**config.mk**
```make
export PLATFORM = sky130hd
export DESIGN_NAME = reg_dualrail_fifo
export DESIGN_NICKNAME = d
export VERILOG_FILES = /design/src/rtl/reg_dualrail_fifo.sv
export SDC_FILE = /design/constraint.sdc
export NUM_CORES = 1
export LEC_CHECK = 0
export BUFFER_PORTS_ARGS = -buffer_cell sky130_fd_sc_hd__buf_2
export CORE_MARGIN = 3
export CORE_UTILIZATION = 30
export DETAILED_ROUTE_END_ITERATION = 10
export GPL_TIMING_DRIVEN = 0
export PLACE_DENSITY = 0.46
export SYNTH_ARGS = -nofsm -noshare
export SYNTH_HDL_FRONTEND = slang
export SYNTH_SLANG_ARGS = --single-unit
```
**constraint.sdc**
```tcl
create_clock -name clk -period 3.1 [get_ports clk]
set_input_delay 0 -clock clk [delete_from_list [all_inputs] [get_ports clk]]
set_output_delay 0 -clock clk [all_outputs]
set_load 0.02 [all_outputs]
```
**src/rtl/reg_dualrail_fifo.sv**
```systemverilog
// reg_dualrail_fifo: clocked FIFO between two four-phase dual-rail links.
// The input side synchronises the incoming rails, captures DATA-complete
// words into a small register file and acknowledges them. The output side
// presents the head word as a dual-rail code, waits for the receiver's
// acknowledge, then returns to NULL before offering the next word.
module reg_dualrail_fifo #(
    parameter int WIDTH = 8,
    parameter int DEPTH = 4
) (
    input  logic                     clk,
    input  logic                     rst_n,
    input  logic                     hab,
    input  logic [2*WIDTH-1:0]       in,
    output logic                     ack_in,
    output logic [2*WIDTH-1:0]       out,
    input  logic                     ack_out,
    output logic [$clog2(DEPTH):0]   count,
    output logic                     full,
    output logic                     empty,
    output logic                     err
);

    localparam int AW = $clog2(DEPTH);
    localparam int CW = AW + 1;

    typedef enum logic {
        IN_NULL,
        IN_DATA
    } in_state_e;

    typedef enum logic [1:0] {
        OUT_IDLE,
        OUT_DATA,
        OUT_RTZ
    } out_state_e;

    // Each plain bit becomes a rail pair: 1 -> true rail (10), 0 -> false rail (01).
    function automatic logic [2*WIDTH-1:0] encode_word(input logic [WIDTH-1:0] data);
        logic [2*WIDTH-1:0] rails;
        rails = '0;
        for (int i = 0; i < WIDTH; i++) begin
            rails[2*i +: 2] = data[i] ? 2'b10 : 2'b01;
        end
        return rails;
    endfunction

    logic [2*WIDTH-1:0] in_s1_q, in_s2_q;
    logic               ack_s1_q, ack_s2_q;

    in_state_e          in_state_q, in_state_d;
    out_state_e         out_state_q, out_state_d;

    logic [WIDTH-1:0]   mem_q [DEPTH];
    logic [AW-1:0]      wr_ptr_q, rd_ptr_q;
    logic [CW-1:0]      count_q, count_d;
    logic [2*WIDTH-1:0] out_q, out_d;
    logic               err_q;

    logic               wr_en, pop;
    logic               word_illegal, word_complete, word_null;
    logic [WIDTH-1:0]   word_data;
    logic               full_w, empty_w;

    assign full_w  = (count_q == CW'(DEPTH));
    assign empty_w = (count_q == '0);

    // Two-flop synchronisers on every input rail and on the receiver acknowledge.
    always_ff @(posedge clk or negedge rst_n) begin
        if (!rst_n) begin
            in_s1_q  <= '0;
            in_s2_q  <= '0;
            ack_s1_q <= 1'b0;
            ack_s2_q <= 1'b0;
        end else begin
            in_s1_q  <= in;
            in_s2_q  <= in_s1_q;
            ack_s1_q <= ack_out;
            ack_s2_q <= ack_s1_q;
        end
    end

    // Classify the synchronised word: any 11 pair is illegal, complete means
    // exactly one rail high in every pair, NULL means every rail low.
    always_comb begin
        word_illegal  = 1'b0;
        word_complete = 1'b1;
        word_null     = 1'b1;
        word_data     = '0;
        for (int i = 0; i < WIDTH; i++) begin
            if (in_s2_q[2*i +: 2] == 2'b11) word_illegal = 1'b1;
            if (in_s2_q[2*i] == in_s2_q[2*i+1]) word_complete = 1'b0;
            if (in_s2_q[2*i +: 2] != 2'b00) word_null = 1'b0;
            word_data[i] = in_s2_q[2*i+1];
        end
    end

    // Input FSM state register.
    always_ff @(posedge clk or negedge rst_n) begin
        if (!rst_n) in_state_q <= IN_NULL;
        else        in_state_q <= in_state_d;
    end

    // Input FSM: capture a complete word when enabled and not full, then wait for NULL.
    always_comb begin
        in_state_d = in_state_q;
        wr_en      = 1'b0;
        unique case (in_state_q)
            IN_NULL: begin
                if (hab && word_complete && !full_w) begin
                    wr_en      = 1'b1;
                    in_state_d = IN_DATA;
                end
            end
            IN_DATA: begin
                if (word_null) in_state_d = IN_NULL;
            end
            default: in_state_d = IN_NULL;
        endcase
    end

    // Output FSM state register and the registered output rails.
    always_ff @(posedge clk or negedge rst_n) begin
        if (!rst_n) begin
            out_state_q <= OUT_IDLE;
            out_q       <= '0;
        end else begin
            out_state_q <= out_state_d;
            out_q       <= out_d;
        end
    end

    // Output FSM: offer the head word, drop to NULL and pop on acknowledge,
    // then wait for the acknowledge to return low before the next word.
    always_comb begin
        out_state_d = out_state_q;
        out_d       = out_q;
        pop         = 1'b0;
        unique case (out_state_q)
            OUT_IDLE: begin
                if (!empty_w && !ack_s2_q) begin
                    out_d       = encode_word(mem_q[rd_ptr_q]);
                    out_state_d = OUT_DATA;
                end
            end
            OUT_DATA: begin
                if (ack_s2_q) begin
                    out_d       = '0;
                    pop         = 1'b1;
                    out_state_d = OUT_RTZ;
                end
            end
            OUT_RTZ: begin
                if (!ack_s2_q) out_state_d = OUT_IDLE;
            end
            default: begin
                out_d       = '0;
                out_state_d = OUT_IDLE;
            end
        endcase
    end

    // Occupancy: a simultaneous write and pop leaves the count unchanged.
    always_comb begin
        count_d = count_q;
        unique case ({wr_en, pop})
            2'b10:   count_d = count_q + CW'(1);
            2'b01:   count_d = count_q - CW'(1);
            default: count_d = count_q;
        endcase
    end

    // Pointers, occupancy and the sticky illegal-code flag.
    always_ff @(posedge clk or negedge rst_n) begin
        if (!rst_n) begin
            wr_ptr_q <= '0;
            rd_ptr_q <= '0;
            count_q  <= '0;
            err_q    <= 1'b0;
        end else begin
            if (wr_en) wr_ptr_q <= wr_ptr_q + AW'(1);
            if (pop)   rd_ptr_q <= rd_ptr_q + AW'(1);
            count_q <= count_d;
            if (word_illegal) err_q <= 1'b1;
        end
    end

    // Word storage; contents are meaningless until counted, so no reset.
    always_ff @(posedge clk) begin
        if (wr_en) mem_q[wr_ptr_q] <= word_data;
    end

    assign ack_in = (in_state_q == IN_DATA);
    assign out    = out_q;
    assign count  = count_q;
    assign full   = full_w;
    assign empty  = empty_w;
    assign err    = err_q;

endmodule
```
# Word-level counts from Yosys, hierarchy flattened
# Memories as Yosys holds them, arrays and structs flattened.
# Cells that the tools add are included.
# Widths: inputs -> output; s select.
dict set report totals {
  regBits 61
  ramBits 32
  word_cells 109
  n_memories 1
}
dict set report classes {
  add_sub_neg 4
  n_eq_ne 24
  muxes 48
  bitwise 2
  reduce_logical 19
}
# memory words word_bits rd rd_ports_with_merged_regs wr line_no
set mem_list {}
lappend mem_list {mem_q 4 8 1 0 1 53} ;# logic [WIDTH-1:0] mem_q [DEPTH];
# cell count
set op_table {}
lappend op_table {{$pmux 16 s3} 1}
lappend op_table {{$mux 16} 2}
lappend op_table {{$mux 1} 31}
lappend op_table {{$mux 2} 11}
lappend op_table {{$eq 2x2->1 const B} 10}
lappend op_table {{$reduce_bool 2->1} 9}
lappend op_table {{$eq 1x1->1} 8}
lappend op_table {{$ne 2x2->1 const B} 3}
lappend op_table {{$pmux 2 s3} 1}
lappend op_table {{$pmux 3 s2} 1}
lappend op_table {{$reduce_and 3->1} 2}
lappend op_table {{$add 2x1->2 const B} 2}
lappend op_table {{$eq 2x1->1 const B} 2}
lappend op_table {{$add 3x1->3 const B} 1}
lappend op_table {{$eq 3x3->1 const B} 1}
lappend op_table {{$logic_and 1x1->1} 3}
lappend op_table {{$logic_not 1->1} 3}
lappend op_table {{$logic_not 3->1} 1}
lappend op_table {{$sub 3x1->3 const B} 1}
lappend op_table {{$logic_not 2->1} 1}
lappend op_table {{$not 1->1} 2}
lappend op_table {{$pmux 1 s2} 1}

# Logic depth before layout (Yosys ltp)
# Gate-level depths: netlist of run 1.
dict set report logic_depth {
  word_depth 15
  ltp_mapped 11
}

# Worst setup path before layout of run 1
# No wires, ideal clock.
dict set report synth_path {
  path_kind {reg-to-reg}
  from {register count_q[2] (netlist: count[2])}
  to {register count_q[2] (netlist: count[2])}
  setup_time_ns 0.080
  arrival_time_ns 2.479
  setup_slack_ns 0.541
  stages_incl_launch_ff 10
  path_buffers 0
  period_less_slack_ns 2.559
  path_cell_list {dfrtp_1 -> nor3b_1 -> nor4_4 -> inv_1 -> ha_1 -> inv_1 -> fa_1 -> xor2_1 -> nor2_1 -> xor2_1}
}
dict set report synth_between {
  elab_chain_len 7
  elab_cells_between_ends 11
  cone_classes {add/sub: 2; eq/ne: 3; mux: 3; reduce/logical: 3}
}
# item line_no
set synth_lines {}
lappend synth_lines {{from (decl)} 55} ;# logic [CW-1:0] count_q, count_d;
lappend synth_lines {{from (signal assigned)} 182} ;# count_q <= count_d;
lappend synth_lines {{$eq 3x3->1 (*)} 64} ;# assign full_w = (count_q == CW'(DEPTH));
lappend synth_lines {{net full} 18} ;# output logic full,
lappend synth_lines {{$logic_not 1->1 (*)} 109} ;# if (hab && word_complete && !full_w) begin
lappend synth_lines {{$logic_and 1x1->1 (*)} 109}
lappend synth_lines {{$mux 1 (*)} 109}
lappend synth_lines {{$mux 1 (*)} 107} ;# unique case (in_state_q)
lappend synth_lines {{$eq 2x1->1 or $eq 2x2->1 (tied branches)} 165} ;# unique case ({wr_en, pop})
lappend synth_lines {{$pmux 3 s2 or $reduce_bool 2->1 (tied branches)} n/a}
# The timed path passes the listed nets; every way through them passes the cells marked *.
# A chain may end at the register's enable or synchronous reset.

# Worst setup path after layout of run 1
dict set report layout_path {
  from {register in_s2_q[5]}
  to {register count_q[1] (netlist: count[1])}
}
dict set report layout_between {
  elab_chain_len 13
  elab_cells_between_ends 15
  cone_classes {eq/ne: 3; mux: 9; reduce/logical: 3}
}
# item line_no
set layout_lines {}
lappend layout_lines {{from (decl)} 47} ;# logic [2*WIDTH-1:0] in_s1_q, in_s2_q;
lappend layout_lines {{from (signal assigned)} 76} ;# in_s2_q <= in_s1_q;
lappend layout_lines {{$eq 1x1->1 (*)} 91} ;# if (in_s2_q[2*i] == in_s2_q[2*i+1]) word_complete = 1'b0;
lappend layout_lines {{$mux 1 (*) (6 in series)} 91}
lappend layout_lines {{$logic_and 1x1->1 (*) (2 in series)} 109}
lappend layout_lines {{$mux 1 (*)} 109}
lappend layout_lines {{$mux 1 (*)} 107}
lappend layout_lines {{$eq 2x1->1 or $eq 2x2->1 (tied branches)} 165}
lappend layout_lines {{$pmux 3 s2 or $reduce_bool 2->1 (tied branches)} n/a}
# Mark *: on every way between the ends. The rest lies on a longest branch, timed or not.

==> reports/qor.csv, run 1 <==
metric,value,unit
syn_area,0.00358,mm^2
grt_pass1_vias,1904,
slew_viol_final,0,
synth_seq_area_share,69.5,%
dpl_cell_area,0.00397,mm^2
cts_tree,built,
io_pins,43,
drt_wl_total,5670,um
syn_nets,268,
reg2reg_from,in_s2_q[5],
synth_top_area_share,42.6,%
synth_top_family_by_area,multiplexers,
yosysMostFrequentCell,dfrtp_1,
ant_nets,0,
cts_resized,0,
multi_input_area,937,um^2
comb_power_share,27.0,%
fmax,414,MHz
overflow,0,
fp.dieArea,0.0133,mm^2
setup_viol,0,
drive_gt1_share,23.8,%
avgSynthCellArea,15.8,um^2
drtPass1Iterations,4,
hold_start,hab,
startpoint,in_s2_q[5],
synth-adder-area-share,7.90,%
synth_common_cells,"dfrtp_1, edfxtp_1, inv_1, ha_1, nand2_1",
synth_ff_type,dfrtp_1,
syn_inst,226,
pwr-share-seq,44.5,%
fin_crit,2410,ps
finalHoldViolations,0,
max-cap-violations,0,
yosysTopAreaCell,dfrtp_1,
power_density,788,mW/mm^2
vias,1835,
layoutNonFillerInstCount,445,
netSwitchingFraction,31.1,%
synth_simple_gate_area_share,6.32,%
vdd_drop_max,0.000283,V
yosysWarnings,0,
required,3360,ps
start_util,31.0,%
worst_hold_path_type,primary input to flop,
end_kind,flop,
ys_types,30,
nNetsFinal,339,
internal-power,2.40,mW
grt_use_total,9.61,%
diodes,0,
drtIter0Drc,84,
io_buffer_count,42,
status,completed,
synth_xor_area_share,1.71,%
rsz0062_at_grt,false,
final_area,0.00443,mm^2
clkLatencyLatePin,330,ps
wl_per_cell,12.7,um
power_frac_clock,28.6,%
synth_seq_cells,93,
finish.utilization,38.3,%
worst-slew-pin-transition,765,ps
leakage,2.06,nW
fin_tns_setup,0,ps
core.rowCount,39,
drc,0,
cts_setup_buffers,0,
dp_cells,411,
slew-limit-headroom,49.0,%
place_ws,644,ps
synth-compound-area-share,0.419,%
period_share,77.9,%
clkTransAtPathRegs,70,ps
hold_ws,178,ps
critPathArrivalTime,2670,ps
async_flop_share,65.6,%
globalplace.congestion,0.700,
clock_skew,5.83,ps
clock-sinks,93,
setup_ws,686,ps
die_w,115,um
via_per_inst,4.12,
grt_max_degree,62,
cp-start-kind,flop,
synth_edf_count,32,
criticalPathCategory,flop to flop,
core_region_area,0.0116,mm^2
synthTopCellsByArea,"dfrtp_1, edfxtp_1, ha_1, mux4_2, mux2i_1",
grt_pass1_wl,9600,um
nFillCells,1108,
max-clock-path-buffers,2,
synth.area.mux_share,9.82,%
numCtsBuffers,9,
seq_area,0.00249,mm^2
cts_root_buffer,clkbuf_16,
cp_max_fo,8,
htreeDepth,3,
p_total,3.49,mW
dieHeight,115,um
area_delta_synth_final,23.6,%
dp_hpwl,3800,um
switchingPower,1.09,mW
antenna_found_initial,0,
## area by class of cell
| class | count | share of cell area [%] |
|---|---|---|
| timing repair buffer | 60 | 8.88 |
| tap | 143 | 4.04 |
| inverter | 30 | 2.54 |
| clock inverter | 7 | 1.07 |
| clock buffer | 9 | 5.09 |
| multi-input combinational | 98 | 21.2 |
| buffer | 5 | 0.990 |
| sequential | 93 | 56.2 |
## power groups by stage
stage,combinational [mW],sequential (mW),clock (mW)
6_report,0.940,1.55,0.995
5_1_grt,1.05,1.58,1.09
4_1_cts,0.969,1.56,1.04
3_5_place_dp,0.952,1.58,0
3_3_place_gp,0.937,1.57,0
2_1_floorplan,0.550,1.69,0
## sequential cells by signal (all words and copies together) (netlist names)
signal       count
ack_s1_q         1
in_s2_q         16
in_s1_q         16
count            3
ack_in           1
out_state_q      2
out             16
wr_ptr_q         2
err              1
mem_q           32
rd_ptr_q         2
ack_s2_q         1
## logic make-up after synthesis
kind of cell             Yosys count
buffers and inverters             35
XOR/XNOR                           7
AND/OR/NAND/NOR                   41
AO/OA/AOI/OAI                      3
flip-flops                        93
adder cells (fa/ha/maj)           22
multiplexers                      25
## cells in the final DEF, fill, tap and decap left out, types with 2 or more instances in the layout
cell type,count
inv_1,30
nand2_1,19
buf_2,42
and2_1,5
dfrtp_1,61
xor2_1,4
dlygate4sd3_1,18
mux4_2,8
nor4_1,2
inv_6,2
edfxtp_1,32
nand4_1,3
clkinv_2,3
nor3_1,2
mux2i_1,16
nor2_1,2
clkbuf_1,2
clkbuf_16,9
ha_1,21
xnor2_1,3
o21ai_0,2
## worst paths after layout
path / slack, ps / depth (start not counted) / end
max: 690 / 9 / count[1]
min: 180 / 4 / wr_ptr_q[0]
max reg2reg: 690 / 9 / count[1]
min reg2reg: 350 / 0 / in_s2_q[3]
max in group asynchronous: 2310 / 2 / in_s2_q[3]
min in group asynchronous: 290 / 2 / ack_s1_q
## per-layer routing
metal	routed length [um]	vias up	share of wire, %	global-route usage [%]
li1	-	904	-	-
met1	2640	882	47	12.4
met2	2630	39	46	14.7
met3	288	10	5.1	3.58
met4	106	0	1.9	3.99
met5	0	-	0	0
## critical path, cell delays in order, from the launching register on
cell and delay (ps):
dfrtp_1 450, inv_1 70, ha_1 280, nand4b_1 160, nor4_4 440, inv_1 90, ha_1 230, inv_1 70
fa_1 390, o21ai_0 150
## repair_timing
action,in CTS,in global routing
hold endpoints to repair,17,61
setup endpoints to repair,0,0
hold buffers,17,1
No activity file was read; power rests on OpenSTA's default activity.
==> inputs of run 2 (changes only) <==
--- a/config.mk
+++ b/config.mk
@@ -5,6 +5,7 @@
 export SDC_FILE = /design/constraint.sdc
 export NUM_CORES = 1
 export LEC_CHECK = 0
+export ABC_AREA = 1
 export BUFFER_PORTS_ARGS = -buffer_cell sky130_fd_sc_hd__buf_2
 export CORE_MARGIN = 3
 export CORE_UTILIZATION = 30
==> constraint.sdc (replaced) <==
create_clock -name clk -period 2.34 [get_ports clk]
set_input_delay 0 -clock clk [delete_from_list [all_inputs] [get_ports clk]]
set_output_delay 0 -clock clk [all_outputs]
set_load 0.02 [all_outputs]
==> reports/qor.csv, run 2 <==
metric,value,unit,change
finalHoldViolations,0,,unchanged
synth_simple_gate_area_share,15.5,%,+9.2 points
synth-adder-area-share,7.64,%,-0.26 points
grt_pass1_vias,2295,,+21%
cts_tree,built,,
fp.dieArea,0.0137,mm^2,+3.2%
drtPass1Iterations,4,,unchanged
power_frac_clock,30.9,%,+2.3 points
dp_cells,531,,+29%
drive_gt1_share,23.6,%,-0.24 points
avgSynthCellArea,11.4,um^2,-28%
comb_power_share,28.3,%,+1.3 points
io_pins,43,,unchanged
setup_viol,0,,unchanged
clock-sinks,93,,unchanged
synth-compound-area-share,3.07,%,+2.7 points
slew_viol_final,0,,unchanged
layoutNonFillerInstCount,575,,+29%
switchingPower,1.65,mW,+52%
critPathArrivalTime,2380,ps,-290 ps
cts_root_buffer,clkbuf_16,,
grt_pass1_wl,11200,um,+16%
synth_seq_cells,93,,unchanged
syn_nets,367,,+37%
ant_nets,0,,unchanged
worst-slew-pin-transition,759,ps,-6.93 ps
synth_seq_area_share,67.2,%,-2.3 points
overflow,0,,unchanged
ys_types,26,,-13%
async_flop_share,65.6,%,unchanged
core_region_area,0.0118,mm^2,+1.7%
max-cap-violations,0,,unchanged
synth_common_cells,"dfrtp_1, nand2_1, inv_1, nor2_1, edfxtp_1",,
synth_edf_count,32,,unchanged
worst_hold_path_type,primary input to flop,,
criticalPathCategory,flop to flop,,
internal-power,3.30,mW,+38%
htreeDepth,3,,unchanged
fin_crit,2110,ps,-299 ps
grt_max_degree,62,,unchanged
io_buffer_count,42,,unchanged
drt_wl_total,6400,um,+13%
vdd_drop_max,0.000476,V,+68%
pwr-share-seq,40.8,%,-3.7 points
final_common_cell,nand2_1,,
antenna_found_initial,0,,unchanged
syn_inst,325,,+44%
hold_start,hab,,
synth_top_family_by_area,simple AND/OR/NAND/NOR gates,,
yosysMostFrequentCell,dfrtp_1,,
dieHeight,117,um,+1.6%
synth.area.mux_share,0,%,-9.8 points
max-clock-path-buffers,2,,unchanged
clkLatencyLatePin,330,ps,about the same
core.rowCount,39,,unchanged
synth_ff_type,dfrtp_1,,
cp_max_fo,6,,-2
largest_register,mem_q,,
numCtsBuffers,9,,unchanged
place_ws,-135,ps,-779 ps
startpoint,in_s2_q[7],,
cp-start-kind,flop,,
syn_area,0.00370,mm^2,+3.4%
yosysTopAreaCell,dfrtp_1,,
clock_skew,5.18,ps,-0.642 ps
area_delta_synth_final,27.9,%,
start_util,31.5,%,+0.53 points
yosysWarnings,0,,unchanged
die_w,117,um,+1.6%
dp_hpwl,4510,um,+19%
setup_ws,225,ps,-461 ps
globalplace.congestion,0.701,,+0.11%
grt_use_total,10.7,%,+1.1 points
synth_top_area_share,41.2,%,-1.4 points
power_density,1050,mW/mm^2,+33%
wl_per_cell,11.1,um,-13%
p_total,4.95,mW,+42%
nNetsFinal,448,,+32%
period_share,90.4,%,+13 points
fmax,473,MHz,+14%
drtIter0Drc,104,,+24%
synthTopCellsByArea,"dfrtp_1, edfxtp_1, ha_1, nand2_1, inv_1",,
end_kind,flop,,
most-common-layout-cells,"nand2_1, dfrtp_1, inv_1",,
slew-limit-headroom,49.4,%,+0.46 points
vias,2248,,+23%
required,2600,ps,-760 ps
synth_xor_area_share,0.709,%,-1.0 points
reg2reg_from,in_s2_q[7],,
clkTransAtPathRegs,60,ps,about the same
largest_register_ffs,32,,unchanged
status,completed,,
via_per_inst,3.91,,-5.2%
leakage,2.22,nW,+7.6%
netSwitchingFraction,33.3,%,+2.2 points
drc,0,,unchanged
diodes,0,,unchanged
run 2: changes by cell type in the layout (fill, tap and decap cells not counted), sizes merged, moves of 9 or more:
cell / change
o21ai: +9
nor2: +42
nand2: +38
mux2i: -16
nand3: +29
inv: +18
buf: +11
run 2: final cells by class:
class	count	area (um^2)
Fill cell	1149	7020
Tap cell	164	205
Clock buffer	10	250
Multi-Input combinational cell	180	1020
Timing Repair Buffer	70	468
Buffer	4	35.0
Inverter	48	183
Sequential cell	93	2500
Clock inverter	6	76.3
run 2: final timing paths:
kind                                   to  slack, ps  cells past startpoint
max reg2reg                      count[2]        230                     14
max in group asynchronous      in_s2_q[9]       1500                      2
min in group asynchronous  out_state_q[0]        280                      2
max                              count[2]        230                     14
min                           wr_ptr_q[0]        190                      6
min reg2reg                   in_s2_q[10]        350                      0
run 2: layer usage:
| metal | GRT usage, % | part of all wire, % | up-vias |
|---|---|---|---|
| met5 | 0 | 0 | - |
| met4 | 3.44 | 1.5 | 0 |
| met3 | 3.50 | 4.9 | 8 |
| met2 | 17.4 | 45 | 48 |
| met1 | 13.6 | 48 | 996 |
| li1 | - | - | 1196 |
run 2: worst max-delay path: stages (launching register included):
cell and delay [ps]:
dfrtp_2 410, inv_1 60, ha_1 220, nand2_1 80
nor2_1 40, nand2_1 140, nor2_4 70, inv_2 120
ha_1 170, inv_2 50, fa_2 330, nor2_1 110
nor2_1 40, nand2_1 70, xor2_1 130
run 2: per-stage QoR:
| stage | instance area [um^2] | hold slack [ps] | TNS [ps] | util, % |
|---|---|---|---|---|
| 2_1_floorplan | 3700 | -296 | 0 | - |
| 3_3_place_gp | 4120 | 107 | -1920 | 35.0 |
| 5_1_grt | 4740 | 232 | -1.03 | 40.3 |
| 4_1_cts | 4630 | 31.4 | 0 | 39.4 |
| 3_5_place_dp | 4120 | 109 | -2150 | 35.0 |
| 6_report | 4740 | 193 | 0 | 40.3 |
run 2: cells by family (layout without fill, tap and decap cells):
| family | after synthesis | in the layout |
|---|---|---|
| adder cells (fa/ha/maj) | 22 | 22 |
| flip-flops | 93 | 93 |
| AND/OR/NAND/NOR | 135 | 135 |
| buffers and inverters | 52 | 138 |
| AO/OA/AOI/OAI | 20 | 20 |
| XOR/XNOR | 3 | 3 |
run 2: what timing repair did:
| item | CTS | global route |
|---|---|---|
| hold endpoints to repair | 17 | 61 |
| gates cloned | 0 | 0 |
| buffers inserted | 0 | 10 |
| setup endpoints to repair | 26 | 10 |
| pin swaps | 0 | 1 |
| resized for setup | 8 | 11 |
| hold buffers | 17 | 1 |
run 2: power by group through the flow:
stage	logic [mW]	clock network, mW	registers, mW
after floorplan	0.771	0	2.24
after global placement	1.37	0	2.05
after detailed placement	1.38	0	2.06
after CTS	1.41	1.57	2.03
after global routing	1.63	1.65	2.05
final	1.40	1.53	2.02
==> inputs of run 3 (changes only) <==
--- a/config.mk
+++ b/config.mk
@@ -11,7 +11,7 @@
 export CORE_UTILIZATION = 30
 export DETAILED_ROUTE_END_ITERATION = 10
 export GPL_TIMING_DRIVEN = 0
-export PLACE_DENSITY = 0.46
+export PLACE_DENSITY = 0.47
 export SYNTH_ARGS = -nofsm -noshare
 export SYNTH_HDL_FRONTEND = slang
 export SYNTH_SLANG_ARGS = --single-unit
==> constraint.sdc (replaced) <==
create_clock -name clk -period 1.75 [get_ports clk]
set_input_delay 0 -clock clk [delete_from_list [all_inputs] [get_ports clk]]
set_output_delay 0 -clock clk [all_outputs]
set_load 0.02 [all_outputs]
==> reports/qor.csv, run 3 (synthesis gave the netlist of run 2 again) <==
metric,value,unit,change
status,finished with violations,,
violations,setup timing,,
slew_viol_final,0,,unchanged
core.rowCount,39,,unchanged
crit_slowest_cell,dfrtp_2,,
hold_ws,147,ps,-45.9 ps
drive_gt1_share,28.9,%,+5.3 points
clock_skew,4.77,ps,-0.411 ps
diodes,0,,unchanged
setup_viol,36,,+36
end_kind,flop,,
antenna_found_initial,0,,unchanged
start_util,31.5,%,unchanged
finalHoldViolations,0,,unchanged
dp_hpwl,4700,um,+4.2%
drc,0,,unchanged
criticalPathCategory,flop to flop,,
leakage,2.28,nW,+2.7%
globalplace.congestion,0.770,,+9.8%
fmax,504,MHz,+6.6%
area_delta_synth_final,32.9,%,
nNetsFinal,459,,+2.5%
grt_use_total,11.2,%,+0.48 points
power_density,1360,mW/mm^2,+30%
clkTransAtPathRegs,70,ps,about the same
period_share,113,%,+23 points
fp.dieArea,0.0137,mm^2,unchanged
dp_cells,532,,+0.19%
required,1980,ps,-620 ps
grt_pass1_vias,2359,,+2.8%
cts_tree,built,,
worst-slew-pin-transition,647,ps,-112 ps
dieHeight,117,um,unchanged
ant_nets,0,,unchanged
worst_hold_path_type,primary input to flop,,
p_total,6.68,mW,+35%
finish.utilization,41.9,%,+1.6 points
slew-limit-headroom,56.9,%,+7.5 points
largest_register,mem_q,,
core_region_area,0.0118,mm^2,unchanged
path_cells,inv_2 -> ha_4 -> nand2_2 -> nor2_4 -> nand2_2 -> nor2_4 -> inv_4 -> ha_4 -> inv_4 -> fa_2 -> nor2_1 -> nor2_1 -> nand2_1 -> xor2_1,,
grt_pass1_wl,11600,um,+4.3%
max-cap-violations,0,,unchanged
cp-start-kind,flop,,
final_common_cell,dfrtp_1,,
clock-sinks,93,,unchanged
io_pins,43,,unchanged
io_buffer_count,42,,unchanged
critPathArrivalTime,2210,ps,-170 ps
clkLatencyLatePin,340,ps,about the same
fin_crit,1980,ps,-131 ps
drt_wl_total,6790,um,+6.0%
die_w,117,um,unchanged
cp_max_fo,5,,-1
largest_register_ffs,32,,unchanged
vdd_drop_max,0.000578,V,+21%
rsz0062_at_grt,true,,
max-clock-path-buffers,2,,unchanged
critPathMaxStageDelay,390,ps,-20 ps
drtIter0Drc,97,,-6.7%
place_ws,-617,ps,-482 ps
most-common-layout-cells,"dfrtp_1, nand2_1, buf_2",,
grt_max_degree,37,,-40%
via_per_inst,3.99,,+2.0%
overflow,0,,unchanged
vias,2336,,+3.9%
setup_ws,-233,ps,-459 ps
wl_per_cell,11.6,um,+4.0%
layoutNonFillerInstCount,586,,+1.9%
htreeDepth,3,,unchanged
nFillCells,1144,,-0.44%
numCtsBuffers,9,,unchanged
drtPass1Iterations,4,,unchanged
cts_root_buffer,clkbuf_16,,
## run 3: changes by cell type in the layout (fill, tap and decap cells not counted), moves of 3 or more
cell,delta
nand2_1,-3
ha_4,+4
buf_4,+7
ha_1,-4
nand2_2,+3
inv_1,-4
## run 3: worst paths after layout
| check | slack [ps] | cells after the start | endpoint | startpoint |
|---|---|---|---|---|
| worst max-delay path | -230 | 14 | count[2] | in_s2_q[9] |
| min in group asynchronous | 230 | 2 | out[8] | rst_n |
| worst min register to register | 350 | 0 | in_s2_q[0] | in_s1_q[0] |
| max in group asynchronous | 890 | 3 | in_s2_q[7] | rst_n |
| worst max register to register | -230 | 14 | count[2] | in_s2_q[9] |
| worst min-delay path | 150 | 7 | wr_ptr_q[0] | hab |
## run 3: worst max-delay path: cells and delay by family (launching register included)
family	cells	cell delay, ps
xor+xnor	1	140
fa+ha+maj	3	590
flops	1	390
simple gates	7	590
buf+inv	3	170
## run 3: per-layer routing
metal  vias up  share of wire, %  GRT usage, %
li1       1220                 -             -
met1      1057                46          13.9
met2        49                47          18.4
met3        10               4.9          4.32
met4         0               1.6          2.98
met5         -                 0             0
## run 3: stage by stage
step	TNS, ps	instance area, um^2
4_1_cts	-6020	4860
5_1_grt	-9770	4920
3_3_place_gp	-18500	4140
6_report	-5010	4920
3_5_place_dp	-19250	4160
2_1_floorplan	-4220	3720
## run 3: report_power, final
part | total (mW) | internal [mW] | switching, mW
Sequential | 2.69 | 2.54 | 0.154
Clock | 2.06 | 1.23 | 0.832
Combinational | 1.92 | 0.689 | 1.23
Total | 6.68 | 4.46 | 2.22
## run 3: cell type report
| cell class | instances | area (um^2) | area share, % |
|---|---|---|---|
| clock buffers | 12 | 300 | 6.10 |
| flip-flops and latches | 93 | 2500 | 50.7 |
| inverters | 48 | 188 | 3.81 |
| clock inverters | 4 | 31.3 | 0.635 |
| well taps | 164 | 205 | 4.17 |
| plain buffers | 4 | 35.0 | 0.712 |
| repair buffers | 81 | 568 | 11.5 |
| multi-input cells | 180 | 1100 | 22.3 |
## run 3: timing repair
item / CTS / global route
hold endpoints to repair: 42 / 0
endpoints found under the setup margin: 35 / 37
gates resized for setup: 20 / 13
hold buffers: 18 / 0
setup buffers: 18 / 3
pin swaps: 9 / 8
